===== src/rtl/a09_pkg.sv =====
// rtl/a09_pkg.sv - shared A09 types and constants for the output-port UART
package a09_pkg;

    // Transmit FSM states
    typedef enum logic [1:0] {
        S_Idle,
        S_Start,
        S_Data,
        S_Stop
    } tx_state_t;

    localparam int   UART_DATA_BITS = 8;
    localparam logic UART_IDLE      = 1'b1;

endpackage


===== src/rtl/sync_fifo.sv =====
// rtl/sync_fifo.sv - single-clock FIFO buffering CPU output words
//
// Ports:
//   Clk, Reset   rising-edge clock, synchronous active-high reset
//   Push, DIn    write request and word; ignored when full unless a pop coincides
//   Pop          read request; ignored when empty
//   DOut         head word (combinational read of the head entry)
//   Empty, Full  occupancy flags derived from the registered count
module sync_fifo #(
    parameter int Width = 16,
    parameter int Depth = 4
) (
    input  logic             Clk,
    input  logic             Reset,
    input  logic             Push,
    input  logic             Pop,
    input  logic [Width-1:0] DIn,
    output logic [Width-1:0] DOut,
    output logic             Empty,
    output logic             Full
);

    localparam int AW = $clog2(Depth);
    localparam logic [AW-1:0] PTR_ONE   = AW'(1);
    localparam logic [AW:0]   CNT_ONE   = (AW + 1)'(1);
    localparam logic [AW:0]   CNT_DEPTH = (AW + 1)'(Depth);

    logic [Width-1:0] mem [Depth];
    logic [AW-1:0]    rd_ptr;
    logic [AW-1:0]    wr_ptr;
    logic [AW:0]      count;
    logic             do_push;
    logic             do_pop;

    assign Empty   = (count == '0);
    assign Full    = (count == CNT_DEPTH);
    assign DOut    = mem[rd_ptr];
    assign do_pop  = Pop && !Empty;
    // A push into a full FIFO is allowed only when the head leaves this same cycle
    assign do_push = Push && (!Full || do_pop);

    always_ff @(posedge Clk) begin
        if (do_push) begin
            mem[wr_ptr] <= DIn;
        end
    end

    always_ff @(posedge Clk) begin
        if (Reset) begin
            rd_ptr <= '0;
            wr_ptr <= '0;
            count  <= '0;
        end else begin
            if (do_push) begin
                wr_ptr <= wr_ptr + PTR_ONE;
            end
            if (do_pop) begin
                rd_ptr <= rd_ptr + PTR_ONE;
            end
            case ({do_push, do_pop})
                2'b10:   count <= count + CNT_ONE;
                2'b01:   count <= count - CNT_ONE;
                default: count <= count;
            endcase
        end
    end

endmodule


===== src/rtl/out_port_uart_tx.sv =====
// rtl/out_port_uart_tx.sv - A09 output-port word buffer and 8N1 UART transmitter
//
// Ports:
//   Clk, Reset  rising-edge clock, synchronous active-high reset
//   Wr, Data    one-cycle CPU write strobe and the word written
//   Tx          UART line, idle high, registered
//   Busy        a frame is on the line or words are waiting
//   Full        FIFO holds FifoDepth words
//   Overflow    sticky flag: a write was dropped because the FIFO was full
// Words go out most-significant byte first; each byte is start, 8 data bits
// LSB first, stop, every bit held ClksPerBit clocks.
module out_port_uart_tx
    import a09_pkg::*;
#(
    parameter int DataWidth  = 16,
    parameter int ClksPerBit = 16,
    parameter int FifoDepth  = 4
) (
    input  logic                 Clk,
    input  logic                 Reset,
    input  logic                 Wr,
    input  logic [DataWidth-1:0] Data,
    output logic                 Tx,
    output logic                 Busy,
    output logic                 Full,
    output logic                 Overflow
);

    localparam int BYTES = DataWidth / 8;
    localparam int IDX_W = (BYTES > 1) ? $clog2(BYTES) : 1;
    localparam int CNT_W = $clog2(ClksPerBit);

    localparam logic [CNT_W-1:0] BAUD_LAST = CNT_W'(ClksPerBit - 1);
    localparam logic [CNT_W-1:0] CNT_ONE   = CNT_W'(1);
    localparam logic [2:0]       BIT_LAST  = 3'(UART_DATA_BITS - 1);
    localparam logic [IDX_W-1:0] IDX_LAST  = IDX_W'(BYTES - 1);
    localparam logic [IDX_W-1:0] IDX_ONE   = IDX_W'(1);

    tx_state_t            state, state_n;
    logic [CNT_W-1:0]     baud_cnt, baud_n;
    logic [2:0]           bit_cnt, bit_n;
    logic [IDX_W-1:0]     byte_idx, idx_n;
    logic [DataWidth-1:0] word_reg, word_n;
    logic [7:0]           shift_reg, shift_n;
    logic                 tx_n;
    logic                 line_active;
    logic                 pop;
    logic [DataWidth-1:0] fifo_dout;
    logic                 fifo_empty;
    logic                 fifo_full;
    logic                 baud_last;

    function automatic logic [7:0] byte_of(input logic [DataWidth-1:0] w,
                                           input logic [IDX_W-1:0]     k);
        logic [DataWidth-1:0] s;
        s = w >> {k, 3'b000};
        return s[7:0];
    endfunction

    sync_fifo #(
        .Width (DataWidth),
        .Depth (FifoDepth)
    ) u_fifo (
        .Clk   (Clk),
        .Reset (Reset),
        .Push  (Wr),
        .Pop   (pop),
        .DIn   (Data),
        .DOut  (fifo_dout),
        .Empty (fifo_empty),
        .Full  (fifo_full)
    );

    assign baud_last = (baud_cnt == BAUD_LAST);
    assign Full      = fifo_full;
    // Tx lags the state by one register stage, so line_active keeps Busy high
    // until the final stop bit has actually finished on the pin.
    assign Busy      = (state != S_Idle) || !fifo_empty || line_active;

    always_comb begin
        state_n = state;
        baud_n  = baud_cnt;
        bit_n   = bit_cnt;
        idx_n   = byte_idx;
        word_n  = word_reg;
        shift_n = shift_reg;
        pop     = 1'b0;
        tx_n    = UART_IDLE;
        case (state)
            S_Idle: begin
                if (!fifo_empty) begin
                    pop     = 1'b1;
                    word_n  = fifo_dout;
                    idx_n   = '0;
                    shift_n = byte_of(fifo_dout, IDX_LAST);
                    baud_n  = '0;
                    state_n = S_Start;
                end
            end
            S_Start: begin
                tx_n = 1'b0;
                if (baud_last) begin
                    baud_n  = '0;
                    bit_n   = '0;
                    state_n = S_Data;
                end else begin
                    baud_n = baud_cnt + CNT_ONE;
                end
            end
            S_Data: begin
                tx_n = shift_reg[0];
                if (baud_last) begin
                    baud_n  = '0;
                    shift_n = {1'b0, shift_reg[7:1]};
                    if (bit_cnt == BIT_LAST) begin
                        state_n = S_Stop;
                    end else begin
                        bit_n = bit_cnt + 3'd1;
                    end
                end else begin
                    baud_n = baud_cnt + CNT_ONE;
                end
            end
            S_Stop: begin
                tx_n = UART_IDLE;
                if (baud_last) begin
                    baud_n = '0;
                    if (byte_idx != IDX_LAST) begin
                        idx_n   = byte_idx + IDX_ONE;
                        shift_n = byte_of(word_reg, IDX_LAST - idx_n);
                        state_n = S_Start;
                    end else if (!fifo_empty) begin
                        // Chain straight into the next word: no idle bit between frames
                        pop     = 1'b1;
                        word_n  = fifo_dout;
                        idx_n   = '0;
                        shift_n = byte_of(fifo_dout, IDX_LAST);
                        state_n = S_Start;
                    end else begin
                        state_n = S_Idle;
                    end
                end else begin
                    baud_n = baud_cnt + CNT_ONE;
                end
            end
            default: begin
                state_n = S_Idle;
            end
        endcase
    end

    always_ff @(posedge Clk) begin
        if (Reset) begin
            state       <= S_Idle;
            baud_cnt    <= '0;
            bit_cnt     <= '0;
            byte_idx    <= '0;
            word_reg    <= '0;
            shift_reg   <= '0;
            Tx          <= UART_IDLE;
            line_active <= 1'b0;
            Overflow    <= 1'b0;
        end else begin
            state       <= state_n;
            baud_cnt    <= baud_n;
            bit_cnt     <= bit_n;
            byte_idx    <= idx_n;
            word_reg    <= word_n;
            shift_reg   <= shift_n;
            Tx          <= tx_n;
            line_active <= (state != S_Idle);
            if (Wr && fifo_full && !pop) begin
                Overflow <= 1'b1;
            end
        end
    end

endmodule


===== config.mk =====
export PLATFORM = sky130hd
export DESIGN_NAME = out_port_uart_tx
export DESIGN_NICKNAME = d
export VERILOG_FILES = /design/src/rtl/a09_pkg.sv /design/src/rtl/sync_fifo.sv /design/src/rtl/out_port_uart_tx.sv
export SDC_FILE = /design/constraint.sdc
export NUM_CORES = 1
export LEC_CHECK = 0
export CAP_MARGIN = 20
export CORE_MARGIN = 2
export CORE_UTILIZATION = 43
export CTS_BUF_LIST = sky130_fd_sc_hd__clkbuf_16
export DETAILED_ROUTE_END_ITERATION = 7
export HOLD_SLACK_MARGIN = 0.15
export PLACE_DENSITY = 0.58
export RECOVER_POWER = 50
export REMOVE_ABC_BUFFERS = 1
export SYNTH_ARGS = -nofsm -noshare
export SYNTH_HDL_FRONTEND = slang
export SYNTH_HIERARCHICAL = 1
export SYNTH_SLANG_ARGS = --single-unit

===== constraint.sdc =====
create_clock -name Clk -period 7.21 [get_ports Clk]
set_input_delay 0.721 -clock Clk [delete_from_list [all_inputs] [get_ports Clk]]
set_output_delay 0.721 -clock Clk [all_outputs]
set_load 0.01 [all_outputs]

==> impl_metrics.py, run 1 <==
metrics = {
    "run_status": {
        "status": "complete, but fails checks",
        "violations": "max-capacitance violations, max-slew violations",
    },
    "detailed_routing": {
        "drc": 0,
        "route.met3.wl_um": 268,
        "antenna_left": 0,
        "top_layer_used": "met4",
        "wl_met2_mm": 3.754,
        "drtPass1Iterations": 4,
        "drtIter0Drc": 135,
        "met1Wirelength_mm": 3.394,
        "wl_per_cell_um": 16.60,
        "wl_mm": 7.585,
        "via_per_inst": 5.392,
        "via_count": 2464,
    },
    "synth": {
        "postSynthAreaPerCell_um2": 14.40,
        "synthCells": 301,
        "synth_area_leaders": "edfxtp_1 44%, dfxtp_1 18%, mux4_2 6.8%",
        "synth_area_leader_cell": "edfxtp_1",
        "ys_ff_latch": 102,
        "yosysMostFrequentCell": "edfxtp_1",
        "synthTopCellsByCount": "64 x edfxtp_1, 38 x dfxtp_1, 24 x nor2_1, 16 x a21oi_1",
        "ys_seq_area_frac": 0.6191,
        "async_flop_share": 0,
        "synth-edff-count": 64,
        "synth_flop_cell": "edfxtp_1",
        "synth_top_area_share": 0.4435,
        "synth.distinct_cells": 47,
        "netlist_area_um2": 4333,
        "yosysWarnings": 6,
    },
    "pwr": {
        "p_leak_nw": 1.676,
        "power.density_nw_per_um2": 377.9,
        "peakVddDrop_mv": 0.1583,
    },
    "floorplan": {
        "core_area_um2": 9774,
        "io_pins": 23,
        "die_height_um": 104.4,
        "die_width_um": 104.4,
        "rows": 36,
        "fp.dieArea_um2": 10900,
        "start_util": 0.4433,
    },
    "global_route": {
        "grt_max_degree": 40,
        "overflow": 0,
        "grt_pass1_vias": 2430,
        "grt_usage": 0.1487,
        "grt_pass1_wl_mm": 12.51,
        "antenna_found_initial": 0,
    },
    "hold_path": {
        "hold_end": "Overflow",
        "whs_path_depth": 2,
        "worstHoldPathType": "flip-flop to flip-flop",
        "hp-start": "Overflow",
    },
    "timing": {
        "skew_ps": 5.345,
        "final_max_slew_viol_count": 40,
        "fin_crit_ps": 2952,
        "report.final.setup_viol": 0,
        "tightest_slew_ps": 1806,
        "fmax_mhz": 338.8,
        "setup_tns_ps": 0,
        "min_period_over_period": 0.4094,
        "hold_viol": 0,
        "rsz0062_at_grt": "false",
        "slew_headroom": -0.2042,
    },
    "cells_and_area": {
        "utilization": 0.5028,
        "nets": 351,
        "ff_latch_area_um2": 2683,
        "syn_to_final_growth_pct": 13.43,
        "largest_reg_flops": 64,
        "drive_above_1_share": 0.1389,
        "finalInstanceArea_um2": 4915,
        "antennaDiodeCount": 0,
        "multiInputGateArea_um2": 1481,
        "fill_cells": 857,
    },
    "clocking": {
        "ctsHtreeMaxLevel": 3,
        "worstSkewPairLatency_ps": 340,
        "cts_hold_buf": 0,
        "clk_pin_slew_ps": 70,
        "root_buffer": "clkbuf_16",
        "clock_sinks": 102,
        "cts_made_buffers": 9,
        "cts_setup_buffers": 0,
        "ctsLongestPathBuffers": 2,
        "cts_tree": "built",
        "cts-resized-gates": 0,
    },
    "setup_path": {
        "worstPathMaxFanout": 14,
        "ff2ff_path_depth": 13,
        "r2r_start": "baud_cnt[0]",
        "critPathArrivalTime_ps": 2230,
        "r2r-end": "u_fifo/count[2]",
        "cp-start-kind": "flip-flop",
        "crit_type": "flip-flop to output port",
        "end_kind": "output port",
        "rrSetupSlack_ps": 4280,
        "cp_data_required_time_ps": 6490,
    },
    "place": {
        "placed_area_um2": 4618,
        "port_buffers": 22,
        "dp_hpwl_mm": 4.610,
        "routabilityCongestion": 0.7356,
    },
    "run": {
        "maxCapViolations": 1,
    },
}
[per-layer routing]
layer / up-vias / global-route usage
li1: 1186 / -
met1: 1222 / 0.1868
met2: 45 / 0.2465
met3: 11 / 0.04073
met4: 0 / 0.05405
met5: - / 0
[through the flow]
stage	setup WS, ps	hold WS [ps]	total power, mW	instances
global placement	4411	439.4	1.392	440
finish	4258	450.5	1.857	457
detailed placement	4297	449.0	1.404	440
global route	4019	477.4	1.983	457
floorplan	4108	451.6	1.224	282
CTS	4247	458.9	1.878	456
[how the worst max path moves through the flow]
stage,from,cells after the start,to
finish,state[0],5,Busy
global route,state[0],13,u_fifo/count[2]
CTS,state[0],5,Busy
detailed placement,baud_cnt[0],13,u_fifo/count[2]
global placement,state[0],13,u_fifo/count[2]
floorplan,u_fifo/count[1],11,u_fifo/count[2]
[cells in the final DEF (no fill, tap or decap), drive strengths merged, types with 10 or more instances in the layout]
cell	Yosys	final
a21oi	16	16
clkbuf	8	10
dfxtp	38	38
dlygate4sd3	0	19
edfxtp	64	64
ha	12	12
inv	12	17
mux2i	14	14
mux4	16	16
nor2	24	24
o21ai	11	11
[final cells by class]
type,count,area share
Multi-Input combinational cell,168,0.3014
Timing Repair Buffer,26,0.05015
Clock buffer,9,0.04582
Tap cell,133,0.03386
Inverter,12,0.009165
Sequential cell,102,0.5458
Clock inverter,7,0.01375
[worst max-delay path: stages, from the launching register on]
cell,delay [ps]
dfxtp_1,350
inv_1,130
ha_1,410
nand2_1,210
or2_2,310
clkdlybuf4s50_1,470
[power by group]
group	switching [mW]	leakage [nW]	internal, mW
clock network	0.225	0.144	0.243
logic	0.334	0.633	0.280
registers	0.0590	0.898	0.715
[cell families after synthesis]
logic type / count (synthesis) / synth area share
AO/OA/AOI/OAI: 61 / 0.09703
XOR/XNOR: 3 / 0.006065
adder cells (fa/ha/maj): 13 / 0.03927
buffers and inverters: 31 / 0.04129
flip-flops: 102 / 0.6191
multiplexers: 32 / 0.1250
AND/OR/NAND/NOR: 59 / 0.07220
No activity file was read; power rests on OpenSTA's default activity.
==> inputs of run 2 (changes only) <==
==> constraint.sdc (replaced) <==
create_clock -name Clk -period 2.9 [get_ports Clk]
set_input_delay 0.29 -clock Clk [delete_from_list [all_inputs] [get_ports Clk]]
set_output_delay 0.29 -clock Clk [all_outputs]
set_load 0.01 [all_outputs]
==> impl_metrics.py, run 2 (same netlist as run 1, synthesis figures left out) <==
metrics = {
    "run_status": {
        "status": "finished clean",
    },
    "setup_path": {
        "critPathSlowestCell": "or3_2",
        "crit_type": "flip-flop to flip-flop",
        "path_cells": "ha_2 -> and3_1 -> a31oi_1 -> nor3_2 -> o31ai_2 -> inv_1 -> ha_1 -> inv_1 -> fa_1 -> xor2_1 -> or3_2 -> a21oi_1",
        "r2r_start": "baud_cnt[0]",
        "critPathArrivalTime_ps": 3020,
        "cp_data_required_time_ps": 3160,
        "slowest_delay_ps": 410,
        "crit_path_frequent_cell": "inv_1",
        "end_kind": "flip-flop",
        "crit_family": "simple AND/OR/NAND/NOR gates",
        "worstPathMaxFanout": 4,
        "cp-start-kind": "flip-flop",
        "startpoint": "baud_cnt[0]",
        "crit_buf_inv": 2,
    },
    "detailed_routing": {
        "via_count": 2472,
        "wl_mm": 7.591,
        "drtIter0Drc": 146,
        "antenna_left": 0,
        "via_per_inst": 5.316,
        "drc": 0,
        "wl_per_cell_um": 16.32,
        "drtPass1Iterations": 4,
    },
    "timing": {
        "tightest_slew_ps": 839.8,
        "hold_viol": 0,
        "slew_headroom": 0.4291,
        "fin_crit_ps": 2757,
        "min_period_over_period": 0.9508,
        "layout_setup_ws_ps": 142.6,
        "report.final.setup_viol": 0,
        "skew_ps": 14.81,
        "final_max_slew_viol_count": 0,
        "fmax_mhz": 362.7,
    },
    "global_route": {
        "grt_pass1_wl_mm": 12.58,
        "grt_usage": 0.1489,
        "grt_pass1_vias": 2438,
        "overflow": 0,
        "antenna_found_initial": 0,
        "grt_max_degree": 24,
    },
    "clocking": {
        "clock_sinks": 102,
        "cts_made_buffers": 9,
        "ctsLongestPathBuffers": 2,
        "worstSkewPairLatency_ps": 350,
        "clk_pin_slew_ps": 70,
        "ctsHtreeMaxLevel": 3,
        "root_buffer": "clkbuf_16",
        "cts_tree": "built",
    },
    "hold_path": {
        "hp-start": "Overflow",
        "worstHoldPathType": "flip-flop to flip-flop",
    },
    "place": {
        "routabilityCongestion": 0.7695,
        "dp_slack_ps": 71.76,
        "dp_hpwl_mm": 4.812,
        "port_buffers": 22,
        "post-place-cells": 448,
    },
    "cells_and_area": {
        "layout_common_cells": "64 x edfxtp_1, 36 x dfxtp_1, 24 x nor2_1",
        "antennaDiodeCount": 0,
        "drive_above_1_share": 0.1717,
        "largest_reg_flops": 64,
        "fin_cells": 465,
        "nets": 359,
        "final_common_cell": "edfxtp_1",
        "syn_to_final_growth_pct": 15.42,
    },
    "pwr": {
        "power.density_nw_per_um2": 938.7,
        "peakVddDrop_mv": 0.3162,
        "p_leak_nw": 1.716,
        "p_total_mw": 4.695,
    },
    "floorplan": {
        "fp.dieArea_um2": 10900,
        "start_util": 0.4433,
        "io_pins": 23,
        "die_height_um": 104.4,
        "die_width_um": 104.4,
        "core_area_um2": 9774,
        "rows": 36,
    },
    "run": {
        "maxCapViolations": 0,
    },
}
## run 2: layout make-up
| class | instances | area (um2) |
|---|---|---|
| repair buffers | 34 | 315.3 |
| multi-input cells | 168 | 1489 |
| clock inverters | 7 | 75.07 |
| flip-flops and latches | 102 | 2685 |
| fillers | 851 | 4773 |
| clock buffers | 9 | 225.2 |
| well taps | 133 | 166.4 |
| inverters | 12 | 45.04 |
## run 2: worst reg2reg max path: stages (launching register included)
cell and delay [ps]:
dfxtp_2 350, ha_2 210, and3_1 190, a31oi_1 130
nor3_2 300, o31ai_2 130, inv_1 70, ha_1 160
inv_1 60, fa_1 370, xor2_1 160, or3_2 410
a21oi_1 140
## run 2: final timing paths
check | end | slack (ps) | cells past startpoint
setup / recovery | u_fifo/count[2] | 140 | 12
hold / removal | Overflow | 450 | 2
hold reg to reg | Overflow | 450 | 2
setup reg to reg | u_fifo/count[2] | 140 | 12
## run 2: stage by stage
step | cell area, um2 | utilization | hold slack, ps | setup TNS, ps
finish | 5001 | 0.5116 | 448.4 | 0
global route | 5001 | 0.5116 | 479.5 | -5.266
CTS | 4991 | 0.5106 | 454.9 | 0
detailed placement | 4691 | 0.4799 | 444.8 | 0
global placement | 4691 | 0.4799 | 432.9 | 0
floorplan | 4199 | - | 356.7 | -202.3
## run 2: power breakdown
group	switching [mW]	leakage, nW	internal (mW)	total, mW
Clock	0.558	0.148	0.609	1.17
Combinational	0.869	0.669	0.732	1.60
Sequential	0.147	0.899	1.78	1.93
Total	1.57	1.72	3.12	4.69
## run 2: timing repair
item                       4_1_cts  5_1_grt
hold buffers                     0        0
gates resized for setup          0        5
buffers inserted                 0        1
setup endpoints to repair        0        1
## run 2: metal layers
| layer | part of all wire | up-vias | GRT usage |
|---|---|---|---|
| met5 | 0 | - | 0 |
| met3 | 0.028 | 4 | 0.03885 |
| met1 | 0.47 | 1232 | 0.1969 |
| met2 | 0.50 | 31 | 0.2386 |
| met4 | 0.0071 | 0 | 0.05116 |
| li1 | - | 1205 | - |
==> inputs of run 3 (changes only) <==
--- a/config.mk
+++ b/config.mk
@@ -7,11 +7,11 @@
 export LEC_CHECK = 0
 export CAP_MARGIN = 20
 export CORE_MARGIN = 2
-export CORE_UTILIZATION = 43
+export CORE_UTILIZATION = 50
 export CTS_BUF_LIST = sky130_fd_sc_hd__clkbuf_16
 export DETAILED_ROUTE_END_ITERATION = 7
 export HOLD_SLACK_MARGIN = 0.15
-export PLACE_DENSITY = 0.58
+export PLACE_DENSITY = 0.66
 export RECOVER_POWER = 50
 export REMOVE_ABC_BUFFERS = 1
 export SYNTH_ARGS = -nofsm -noshare
==> impl_metrics.py, run 3 (same netlist as run 1, synthesis figures left out) <==
metrics = {
    "floorplan": {
        "die_width_um": 97.09,
        "rows": 33,
        "io_pins": 23,
        "fp.dieArea_um2": 9426,
        "start_util": 0.5221,
        "die_height_um": 97.09,
        "core_area_um2": 8299,
    },
    "pwr": {
        "p_leak_nw": 1.697,
        "combPwrFrac": 0.337,
        "swShare": 0.3319,
        "p_total_mw": 4.652,
        "power.density_nw_per_um2": 944.9,
        "peakVddDrop_mv": 0.4372,
        "sequentialPowerShare": 0.420,
        "intPower_mw": 3.108,
        "p_switching_mw": 1.544,
        "pwr-share-clk": 0.244,
    },
    "detailed_routing": {
        "via_count": 2500,
        "drtPass1Iterations": 4,
        "wl_per_cell_um": 17.43,
        "wl_mm": 7.583,
        "antenna_left": 0,
        "via_per_inst": 5.747,
        "drtIter0Drc": 131,
        "drc": 0,
    },
    "cells_and_area": {
        "drive_above_1_share": 0.1667,
        "layout_common_cells": "64 x edfxtp_1, 35 x dfxtp_1, 24 x nor2_1",
        "syn_to_final_growth_pct": 13.63,
        "final_common_cell": "edfxtp_1",
        "nets": 358,
        "antennaDiodeCount": 0,
        "largest_reg_flops": 64,
    },
    "run": {
        "maxCapViolations": 0,
    },
    "clocking": {
        "cts_made_buffers": 9,
        "cts_tree": "built",
        "cts_hold_buf": 0,
        "ctsHtreeMaxLevel": 3,
        "clk_pin_slew_ps": 70,
        "ctsLongestPathBuffers": 2,
        "clock_sinks": 102,
        "worstSkewPairLatency_ps": 340,
        "root_buffer": "clkbuf_16",
    },
    "timing": {
        "skew_ps": 7.676,
        "hold_viol": 0,
        "tightest_slew_ps": 823.7,
        "final_max_slew_viol_count": 0,
        "hold-worst-slack_ps": 449.8,
        "slew_headroom": 0.4400,
        "min_period_over_period": 0.9531,
        "fmax_mhz": 361.8,
        "layout_setup_ws_ps": 135.9,
        "report.final.setup_viol": 0,
        "rsz0062_at_grt": "false",
        "fin_crit_ps": 2764,
    },
    "setup_path": {
        "critPathArrivalTime_ps": 3030,
        "worstPathMaxFanout": 4,
        "cp_data_required_time_ps": 3170,
        "end_kind": "flip-flop",
        "crit_type": "flip-flop to flip-flop",
        "cp-start-kind": "flip-flop",
    },
    "place": {
        "routabilityCongestion": 0.8003,
        "port_buffers": 22,
        "dp_slack_ps": -4.720,
        "dp_hpwl_mm": 4.820,
    },
    "global_route": {
        "grt_max_degree": 22,
        "grt_pass1_vias": 2423,
        "antenna_found_initial": 0,
        "grt_usage": 0.1700,
        "grt_pass1_wl_mm": 12.34,
        "overflow": 0,
    },
    "hold_path": {
        "worstHoldPathType": "flip-flop to flip-flop",
    },
    "run_status": {
        "status": "finished clean",
    },
}
==> run 3: final timing paths <==
| kind | start | cells after the start | endpoint | slack, ps |
|---|---|---|---|---|
| worst min register to register | Overflow | 2 | Overflow | 450 |
| worst max register to register | baud_cnt[0] | 14 | u_fifo/count[2] | 140 |
| worst max-delay path | baud_cnt[0] | 14 | u_fifo/count[2] | 140 |
| worst min-delay path | Overflow | 2 | Overflow | 450 |
==> run 3: what timing repair did <==
item,CTS,global route
setup endpoints to repair,1,1
gates resized for setup,1,5
pin swaps,0,1
buffers inserted,0,2
==> run 3: power groups by stage <==
stage | combinational [mW] | sequential (mW) | clock [mW]
after CTS | 1.57 | 1.95 | 1.17
final | 1.57 | 1.95 | 1.13
after floorplan | 1.08 | 1.96 | 0
after global placement | 1.52 | 1.97 | 0
after detailed placement | 1.54 | 1.98 | 0
after global routing | 1.74 | 1.98 | 1.22
==> run 3: worst max-delay path, stage by stage (launching register included) <==
cell and delay (ps):
dfxtp_2 330, ha_2 200, and3_1 200, a31oi_1 240
nor3_2 90, buf_4 140, inv_1 50, a21boi_2 50
inv_1 60, ha_1 180, inv_1 60, fa_1 370
xor2_1 150, or3_2 400, a21oi_1 150
==> run 3: cell type report <==
class                           instances  area [um2]
Clock buffer                            9       225.2
Fill cell                             644        3376
Sequential cell                       102        2686
Clock inverter                          6       56.30
Tap cell                              105       131.4
Timing Repair Buffer                   33       295.3
Inverter                               12       45.04
Multi-Input combinational cell        168        1484
==> run 3: routing by layer <==
metal,up-vias,share of wire,track usage,wire [um]
met5,-,0,0,0
met4,0,0.023,0.08234,177
met3,13,0.036,0.04029,273
met2,42,0.50,0.2810,3775
met1,1250,0.44,0.2111,3356
li1,1195,-,-,-
==> run 3: stage by stage <==
stage / std cells / utilization / instance area, um2 / setup TNS, ps
CTS: 433 / 0.5922 / 4915 / 0
global placement: 418 / 0.5577 / 4628 / 0
detailed placement: 418 / 0.5577 / 4628 / -4.720
global route: 435 / 0.5932 / 4923 / 0
floorplan: 282 / - / 4199 / -202.3
finish: 435 / 0.5932 / 4923 / 0
